===== config.mk =====
export PLATFORM = sky130hd
export DESIGN_NAME = conv_window_addr_gen
export DESIGN_NICKNAME = d
export VERILOG_FILES = /design/src/rtl/conv_window_addr_gen_pkg.sv /design/src/rtl/conv_window_addr_gen_tap_decode.sv /design/src/rtl/conv_window_addr_gen.sv
export SDC_FILE = /design/constraint.sdc
export NUM_CORES = 1
export LEC_CHECK = 0
export ABC_AREA = 1
export ABC_CLOCK_PERIOD_IN_PS = 4950
export BUFFER_PORTS_ARGS = -buffer_cell sky130_fd_sc_hd__buf_2
export CAP_MARGIN = 30
export CORE_MARGIN = 2
export CORE_UTILIZATION = 40
export CTS_CLUSTER_DIAMETER = 150
export CTS_CLUSTER_SIZE = 25
export DETAILED_ROUTE_END_ITERATION = 6
export GPL_TIMING_DRIVEN = 1
export PLACE_DENSITY = 0.65
export SLEW_MARGIN = 20
export SYNTH_ARGS = -nofsm -noshare
export SYNTH_HDL_FRONTEND = slang
export SYNTH_HIERARCHICAL = 1
export SYNTH_SLANG_ARGS = --single-unit

===== constraint.sdc =====
create_clock -name i_clk -period 4.95 [get_ports i_clk]
set_input_delay 0 -clock i_clk [delete_from_list [all_inputs] [get_ports i_clk]]
set_output_delay 0 -clock i_clk [all_outputs]
set_load 0.02 [all_outputs]

===== src/rtl/conv_window_addr_gen_pkg.sv =====
// Shared constants, FSM encoding and beat payload for the 3x3 window address generator.
package conv_window_addr_gen_pkg;

  localparam int unsigned MEM_W = 80;
  localparam int unsigned MEM_H = 8;
  localparam int unsigned WB    = 7;
  localparam int unsigned HB    = 3;
  localparam int unsigned NTAP  = 9;

  localparam logic [NTAP-1:0] EN_ALL = 9'h1FF;

  typedef enum logic [1:0] {
    S_IDLE = 2'd0,
    S_RUN  = 2'd1,
    S_DONE = 2'd2
  } state_e;

  // Tap t sits at offset (TAP_DC[t], TAP_DR[t]) from the window centre.
  localparam int TAP_DC [NTAP] = '{-1, 0, 1, -1, 0, 1, -1, 0, 1};
  localparam int TAP_DR [NTAP] = '{-1, -1, -1, 0, 0, 0, 1, 1, 1};

  typedef struct packed {
    logic [WB*NTAP-1:0] readi_w;
    logic [HB*NTAP-1:0] readi_h;
    logic [NTAP-1:0]    en_read;
  } beat_t;

  // Output width/height parity equals tile width/height parity in both pad modes.
  function automatic logic cfg_legal(input logic [WB:0] w, input logic [HB:0] h,
                                     input logic mp);
    return (w >= (WB+1)'(3)) && (w <= (WB+1)'(MEM_W)) &&
           (h >= (HB+1)'(3)) && (h <= (HB+1)'(MEM_H)) &&
           !(mp && (w[0] || h[0]));
  endfunction

endpackage


===== src/rtl/conv_window_addr_gen_tap_decode.sv =====
// Combinational 3x3 tap decode: centre plus tile bounds to packed addresses and enable mask.
module conv_window_addr_gen_tap_decode
  import conv_window_addr_gen_pkg::*;
(
  input  logic [WB-1:0]      i_cen_col,
  input  logic [HB-1:0]      i_cen_row,
  input  logic [WB:0]        i_width,
  input  logic [HB:0]        i_height,
  output logic [WB*NTAP-1:0] o_readi_w_c,
  output logic [HB*NTAP-1:0] o_readi_h_c,
  output logic [NTAP-1:0]    o_en_read_c
);

  localparam int unsigned CW = WB + 2;
  localparam int unsigned RW = HB + 2;

  logic signed [CW-1:0] w_col [NTAP];
  logic signed [RW-1:0] w_row [NTAP];
  logic [NTAP-1:0]      w_en;

  // Tap 0 lands in the MSB field; taps outside the tile are masked and zeroed.
  always_comb begin
    w_en        = EN_ALL;
    o_readi_w_c = '0;
    o_readi_h_c = '0;
    for (int unsigned t = 0; t < NTAP; t++) begin
      w_col[t] = $signed({2'b00, i_cen_col}) + CW'(TAP_DC[t]);
      w_row[t] = $signed({2'b00, i_cen_row}) + RW'(TAP_DR[t]);
      if (w_col[t][CW-1] || (w_col[t] >= $signed({1'b0, i_width})) ||
          w_row[t][RW-1] || (w_row[t] >= $signed({1'b0, i_height}))) begin
        w_en[NTAP-1-t] = 1'b0;
      end else begin
        o_readi_w_c[WB*(NTAP-1-t) +: WB] = w_col[t][WB-1:0];
        o_readi_h_c[HB*(NTAP-1-t) +: HB] = w_row[t][HB-1:0];
      end
    end
  end

  assign o_en_read_c = w_en;

endmodule


===== src/rtl/conv_window_addr_gen.sv =====
// Feature-map tile walker: emits one 3x3 window (addresses, pad mask, maxpool marker) per beat.
module conv_window_addr_gen
  import conv_window_addr_gen_pkg::*;
(
  input  logic               i_clk,
  input  logic               i_reset,
  input  logic               i_start,
  input  logic [WB:0]        i_cfg_width,
  input  logic [HB:0]        i_cfg_height,
  input  logic               i_cfg_pad,
  input  logic               i_cfg_mp,
  input  logic               i_out_ready,
  output logic               o_out_valid,
  output logic [WB*NTAP-1:0] o_readi_w,
  output logic [HB*NTAP-1:0] o_readi_h,
  output logic [NTAP-1:0]    o_en_read,
  output logic               o_quad_last,
  output logic               o_busy,
  output logic               o_done,
  output logic               o_cfg_err
);

  state_e        r_state, w_state_nxt;
  logic [WB:0]   r_width, w_width_nxt;
  logic [HB:0]   r_height, w_height_nxt;
  logic          r_pad, w_pad_nxt;
  logic          r_mp, w_mp_nxt;
  logic [WB-1:0] r_col_end, w_col_end_nxt;
  logic [HB-1:0] r_row_end, w_row_end_nxt;
  logic [WB-1:0] r_col, w_col_nxt;
  logic [HB-1:0] r_row, w_row_nxt;
  logic [1:0]    r_q, w_q_nxt;
  logic          r_valid, w_valid_nxt;
  beat_t         r_beat, w_beat_nxt;
  logic          r_quad_last, w_quad_last_nxt;
  logic          r_busy, w_busy_nxt;
  logic          r_done, w_done_nxt;
  logic          r_cfg_err, w_cfg_err_nxt;

  logic          w_cfg_ok;
  logic [WB:0]   w_ow;
  logic [HB:0]   w_oh;
  logic          w_q_wrap;
  logic          w_last;
  logic [WB-1:0] w_adv_col;
  logic [HB-1:0] w_adv_row;
  logic [1:0]    w_adv_q;
  logic [WB-1:0] w_sel_col;
  logic [HB-1:0] w_sel_row;
  logic [1:0]    w_sel_q;
  logic          w_sel_pad;
  logic [WB:0]   w_sel_width;
  logic [HB:0]   w_sel_height;
  logic [WB-1:0] w_cen_col;
  logic [HB-1:0] w_cen_row;
  beat_t         w_dec_beat;

  assign w_cfg_ok = cfg_legal(i_cfg_width, i_cfg_height, i_cfg_mp);
  assign w_ow     = i_cfg_pad ? i_cfg_width  : i_cfg_width  - (WB+1)'(2);
  assign w_oh     = i_cfg_pad ? i_cfg_height : i_cfg_height - (HB+1)'(2);

  // Position step: quad index fastest in maxpool mode, then column (pair), then row (pair).
  assign w_q_wrap = !r_mp || (r_q == 2'd3);
  assign w_last   = w_q_wrap && (r_col == r_col_end) && (r_row == r_row_end);

  always_comb begin
    w_adv_col = r_col;
    w_adv_row = r_row;
    w_adv_q   = r_q;
    if (!w_q_wrap) begin
      w_adv_q = r_q + 2'd1;
    end else begin
      w_adv_q = 2'd0;
      if (r_col == r_col_end) begin
        w_adv_col = '0;
        w_adv_row = r_row + HB'(1) + HB'(r_mp);
      end else begin
        w_adv_col = r_col + WB'(1) + WB'(r_mp);
      end
    end
  end

  // Idle decodes beat 0 straight from the live cfg so it registers on the start edge.
  always_comb begin
    if (r_state == S_IDLE) begin
      w_sel_col    = '0;
      w_sel_row    = '0;
      w_sel_q      = '0;
      w_sel_pad    = i_cfg_pad;
      w_sel_width  = i_cfg_width;
      w_sel_height = i_cfg_height;
    end else begin
      w_sel_col    = w_adv_col;
      w_sel_row    = w_adv_row;
      w_sel_q      = w_adv_q;
      w_sel_pad    = r_pad;
      w_sel_width  = r_width;
      w_sel_height = r_height;
    end
  end

  assign w_cen_col = w_sel_col + WB'(w_sel_q[1]) + WB'(!w_sel_pad);
  assign w_cen_row = w_sel_row + HB'(w_sel_q[0]) + HB'(!w_sel_pad);

  conv_window_addr_gen_tap_decode u_tap_decode (
    .i_cen_col   (w_cen_col),
    .i_cen_row   (w_cen_row),
    .i_width     (w_sel_width),
    .i_height    (w_sel_height),
    .o_readi_w_c (w_dec_beat.readi_w),
    .o_readi_h_c (w_dec_beat.readi_h),
    .o_en_read_c (w_dec_beat.en_read)
  );

  // Next-state and registered-output logic.
  always_comb begin
    w_state_nxt     = r_state;
    w_width_nxt     = r_width;
    w_height_nxt    = r_height;
    w_pad_nxt       = r_pad;
    w_mp_nxt        = r_mp;
    w_col_end_nxt   = r_col_end;
    w_row_end_nxt   = r_row_end;
    w_col_nxt       = r_col;
    w_row_nxt       = r_row;
    w_q_nxt         = r_q;
    w_valid_nxt     = r_valid;
    w_beat_nxt      = r_beat;
    w_quad_last_nxt = r_quad_last;
    w_busy_nxt      = r_busy;
    w_done_nxt      = 1'b0;
    w_cfg_err_nxt   = r_cfg_err;
    case (r_state)
      S_IDLE: begin
        if (i_start) begin
          w_cfg_err_nxt = !w_cfg_ok;
          if (w_cfg_ok) begin
            w_state_nxt     = S_RUN;
            w_width_nxt     = i_cfg_width;
            w_height_nxt    = i_cfg_height;
            w_pad_nxt       = i_cfg_pad;
            w_mp_nxt        = i_cfg_mp;
            w_col_end_nxt   = WB'(w_ow - ((WB+1)'(1) + (WB+1)'(i_cfg_mp)));
            w_row_end_nxt   = HB'(w_oh - ((HB+1)'(1) + (HB+1)'(i_cfg_mp)));
            w_col_nxt       = '0;
            w_row_nxt       = '0;
            w_q_nxt         = '0;
            w_valid_nxt     = 1'b1;
            w_beat_nxt      = w_dec_beat;
            w_quad_last_nxt = !i_cfg_mp;
            w_busy_nxt      = 1'b1;
          end
        end
      end
      S_RUN: begin
        if (r_valid && i_out_ready) begin
          if (w_last) begin
            w_state_nxt     = S_DONE;
            w_valid_nxt     = 1'b0;
            w_beat_nxt      = '0;
            w_quad_last_nxt = 1'b0;
            w_done_nxt      = 1'b1;
          end else begin
            w_col_nxt       = w_adv_col;
            w_row_nxt       = w_adv_row;
            w_q_nxt         = w_adv_q;
            w_beat_nxt      = w_dec_beat;
            w_quad_last_nxt = !r_mp || (w_adv_q == 2'd3);
          end
        end
      end
      S_DONE: begin
        w_state_nxt = S_IDLE;
        w_busy_nxt  = 1'b0;
      end
      default: begin
        w_state_nxt = S_IDLE;
      end
    endcase
  end

  always_ff @(posedge i_clk) begin
    if (i_reset) begin
      r_state     <= S_IDLE;
      r_width     <= '0;
      r_height    <= '0;
      r_pad       <= 1'b0;
      r_mp        <= 1'b0;
      r_col_end   <= '0;
      r_row_end   <= '0;
      r_col       <= '0;
      r_row       <= '0;
      r_q         <= '0;
      r_valid     <= 1'b0;
      r_beat      <= '0;
      r_quad_last <= 1'b0;
      r_busy      <= 1'b0;
      r_done      <= 1'b0;
      r_cfg_err   <= 1'b0;
    end else begin
      r_state     <= w_state_nxt;
      r_width     <= w_width_nxt;
      r_height    <= w_height_nxt;
      r_pad       <= w_pad_nxt;
      r_mp        <= w_mp_nxt;
      r_col_end   <= w_col_end_nxt;
      r_row_end   <= w_row_end_nxt;
      r_col       <= w_col_nxt;
      r_row       <= w_row_nxt;
      r_q         <= w_q_nxt;
      r_valid     <= w_valid_nxt;
      r_beat      <= w_beat_nxt;
      r_quad_last <= w_quad_last_nxt;
      r_busy      <= w_busy_nxt;
      r_done      <= w_done_nxt;
      r_cfg_err   <= w_cfg_err_nxt;
    end
  end

  assign o_out_valid = r_valid;
  assign o_readi_w   = r_beat.readi_w;
  assign o_readi_h   = r_beat.readi_h;
  assign o_en_read   = r_beat.en_read;
  assign o_quad_last = r_quad_last;
  assign o_busy      = r_busy;
  assign o_done      = r_done;
  assign o_cfg_err   = r_cfg_err;

endmodule


==> results.cfg <==
[detailed_routing]
vias_per_cell = 5.11
drt_iter0_markers = 599
routed_wl_mm = 24.2
num_vias = 8187
drc = 0
wire_per_inst_microns = 15.1
detail-route-antenna-nets = 0
firstDrtPassIters = 6

[setup_path]
arrival_ns = 4.90
worst-setup-path-type = flip-flop to flip-flop
crit_path_end_kind = flip-flop
cpMostUsedCell = nand2_1
cpPeakStageDelay_ns = 0.45
slowest_stage = fa_1
critPathTopFamily = adder cells
crit_buf_inv = 4
cp-start-kind = flip-flop
cp.required_ns = 5.30
path_max_fanout = 22
reg2reg_from = r_q[0]
crit_chain = ha_1 > inv_1 > nand2_2 > nand2_1 > nor2_1 > nand2_1 > nor2_1 > nand2_1 > nand2_1 > nor2_1 > fa_1 > ha_1 > inv_1 > ha_1 > ha_1 > inv_1 > ha_1 > nand2_1 > nand2_1 > a21oi_2 > inv_1 > nor3_1 > nand3_1 > a21oi_1
critPathLaunch = r_q[0]

[logic_synthesis]
yosys_register_bits = 142
syn_inst = 1204
synth_largest_area_cell = dfxtp_1
synth_area_per_cell_sq_um = 6.87
ys.flop_type = dfxtp_1
syn-cell-area_sq_mm = 0.00828
yosysWarnings = 6
synth_nets = 1273
ys_seq_area_frac = 0.343
synth-edff-count = 0
synth_top_cells_by_area = dfxtp_1 34%, nand2_1 12%, a21oi_1 9.1%
synthDistinctLibCells = 33
async_flop_share = 0
yosysTopAreaCellShare = 0.343

[clock_tree]
root_buffer = clkbuf_16
clk_latency_ns = 0.43
h-tree-depth = 4
cts_num_sinks = 142
cts_tree = built
clk_pin_slew_ns = 0.06
cts_made_buffers = 17
clockBufferDepth = 2

[sta]
maxSlewHeadroom = 0.433
slew_violations = 0
rsz0062_at_grt = yes
setup_slack_ns = 0.400
period_share = 0.919
fin_hold_ws_ns = 0.0108
report.final.setup_viol = 0
fmaxAchievable_mhz = 220
fin_crit_ns = 4.55
tightest_slew_ns = 0.849
fin_worst_skew_ns = 0.00967
finalHoldViolCount = 0

[pwr]
ir_drop_v = 0.000205
power_density_mw_per_mm2 = 311
p_leak_uw = 0.00439
report.power.total_uw = 3080

[final_layout]
fin_area_sq_mm = 0.00989
diodes = 0
final_cell_mix = 260 x nand2_1, 150 x a21oi_1, 142 x dfxtp_1
fin_nets = 1388
drive_above_1_share = 0.182
final_common_cell = nand2_1
syn_to_final_growth_pct = 19.5
instances_no_fill = 1602

[placement]
dp_cells = 1554
gp_congestion = 0.890
port_buffers = 121
pre_cts_ws_ns = 0.329
post_dp_cell_area_sq_mm = 0.00916
place_hpwl_mm = 17.2

[run_status]
status = complete, no violations

[global_routing]
grt_pass1_wl_mm = 39.0
grt_max_degree = 72
antenna_found_initial = 0
grt_pass1_vias = 7587
grt.total_usage = 0.223
overflow = 0

[die]
fp.coreArea_sq_mm = 0.0203
initial_utilization = 0.408
dieArea_sq_mm = 0.0219
std_cell_rows = 52
die_h_microns = 148
die_w_microns = 148
io_pins = 122

[run]
maxCapViolations = 0

[hold_path]
hp-class = input port to flip-flop
min-delay-start = i_cfg_height[0]
[stage by stage]
stage / setup TNS (ns) / utilization
6_report: 0 / 0.487
5_1_grt: -0.626 / 0.487
4_1_cts: 0 / 0.485
3_5_place_dp: 0 / 0.451
3_3_place_gp: 0 / 0.448
2_1_floorplan: 0 / -
[tightest hold or removal path: stages]
cell and delay, ns:
buf_2 0.16, o21ai_0 0.17, a21oi_1 0.05
[final timing paths]
| path | cells past startpoint | endpoint | slack (ns) |
|---|---|---|---|
| setup / recovery | 24 | o_readi_w[50] | 0.40 |
| hold / removal | 3 | r_height[0] | 0.01 |
| setup reg to reg | 24 | o_readi_w[50] | 0.40 |
| hold reg to reg | 2 | r_width[7] | 0.44 |
[power by group]
group          leakage (uW)  switching (uW)  internal (uW)
Sequential          0.00115            12.9           1170
Combinational       0.00298             464            214
Clock              0.000265             527            695
Total               0.00439            1000           2080
[layout make-up]
cell class	instances	area (sq um)
flip-flops and latches	142	2840
inverters	127	480
fillers	2111	10400
clock buffers	20	437
repair buffers	172	1080
multi-input cells	859	4600
clock inverters	12	113
well taps	270	338
[cell usage after synthesis, types with 4 or more instances]
cell / instances
inv_1: 122
xnor2_1: 7
o21ai_0: 49
nand4_1: 10
ha_1: 49
nand2_1: 262
inv_2: 4
nor2_2: 14
buf_6: 9
nor3_1: 70
a21oi_1: 150
nand3_1: 101
dfxtp_1: 142
xor2_1: 18
buf_2: 39
nand3_2: 24
clkbuf_1: 25
nor2_1: 88
[layer usage]
layer  global-route usage  vias to the layer above  routed length [microns]
met4               0.0719                        0                      415
met5                    0                        -                        0
met2                0.348                      266                    10900
li1                     -                     4152                        -
met1                0.315                     3742                    11400
met3               0.0373                       27                     1570
[cells by family (layout without fill, tap and decap cells)]
kind of cell | Yosys count | after routing | synth area share
flops | 142 | 142 | 0.343
buf+inv | 203 | 331 | 0.107
simple gates | 579 | 579 | 0.320
compound gates | 204 | 204 | 0.125
fa+ha+maj | 51 | 51 | 0.0789
xor+xnor | 25 | 25 | 0.0265
[flip-flops by register name (all words and copies together), names as in the netlist]
| name | cells |
|---|---|
| o_cfg_err | 1 |
| r_pad | 1 |
| r_col_end | 7 |
| r_row_end | 3 |
| r_row | 3 |
| o_out_valid | 1 |
| r_mp | 1 |
| o_readi_w | 63 |
| r_height | 4 |
| o_readi_h | 27 |
| o_quad_last | 1 |
| r_width | 8 |
| o_busy | 1 |
| r_col | 7 |
| o_done | 1 |
| r_state | 2 |
| r_q | 2 |
| o_en_read | 9 |
[timing repair]
action,CTS,global route
hold endpoints to repair,14,0
gates resized for setup,0,5
setup endpoints to repair,0,46
hold buffers,13,0
setup buffers,0,3
(Power assumes the default switching activity.)
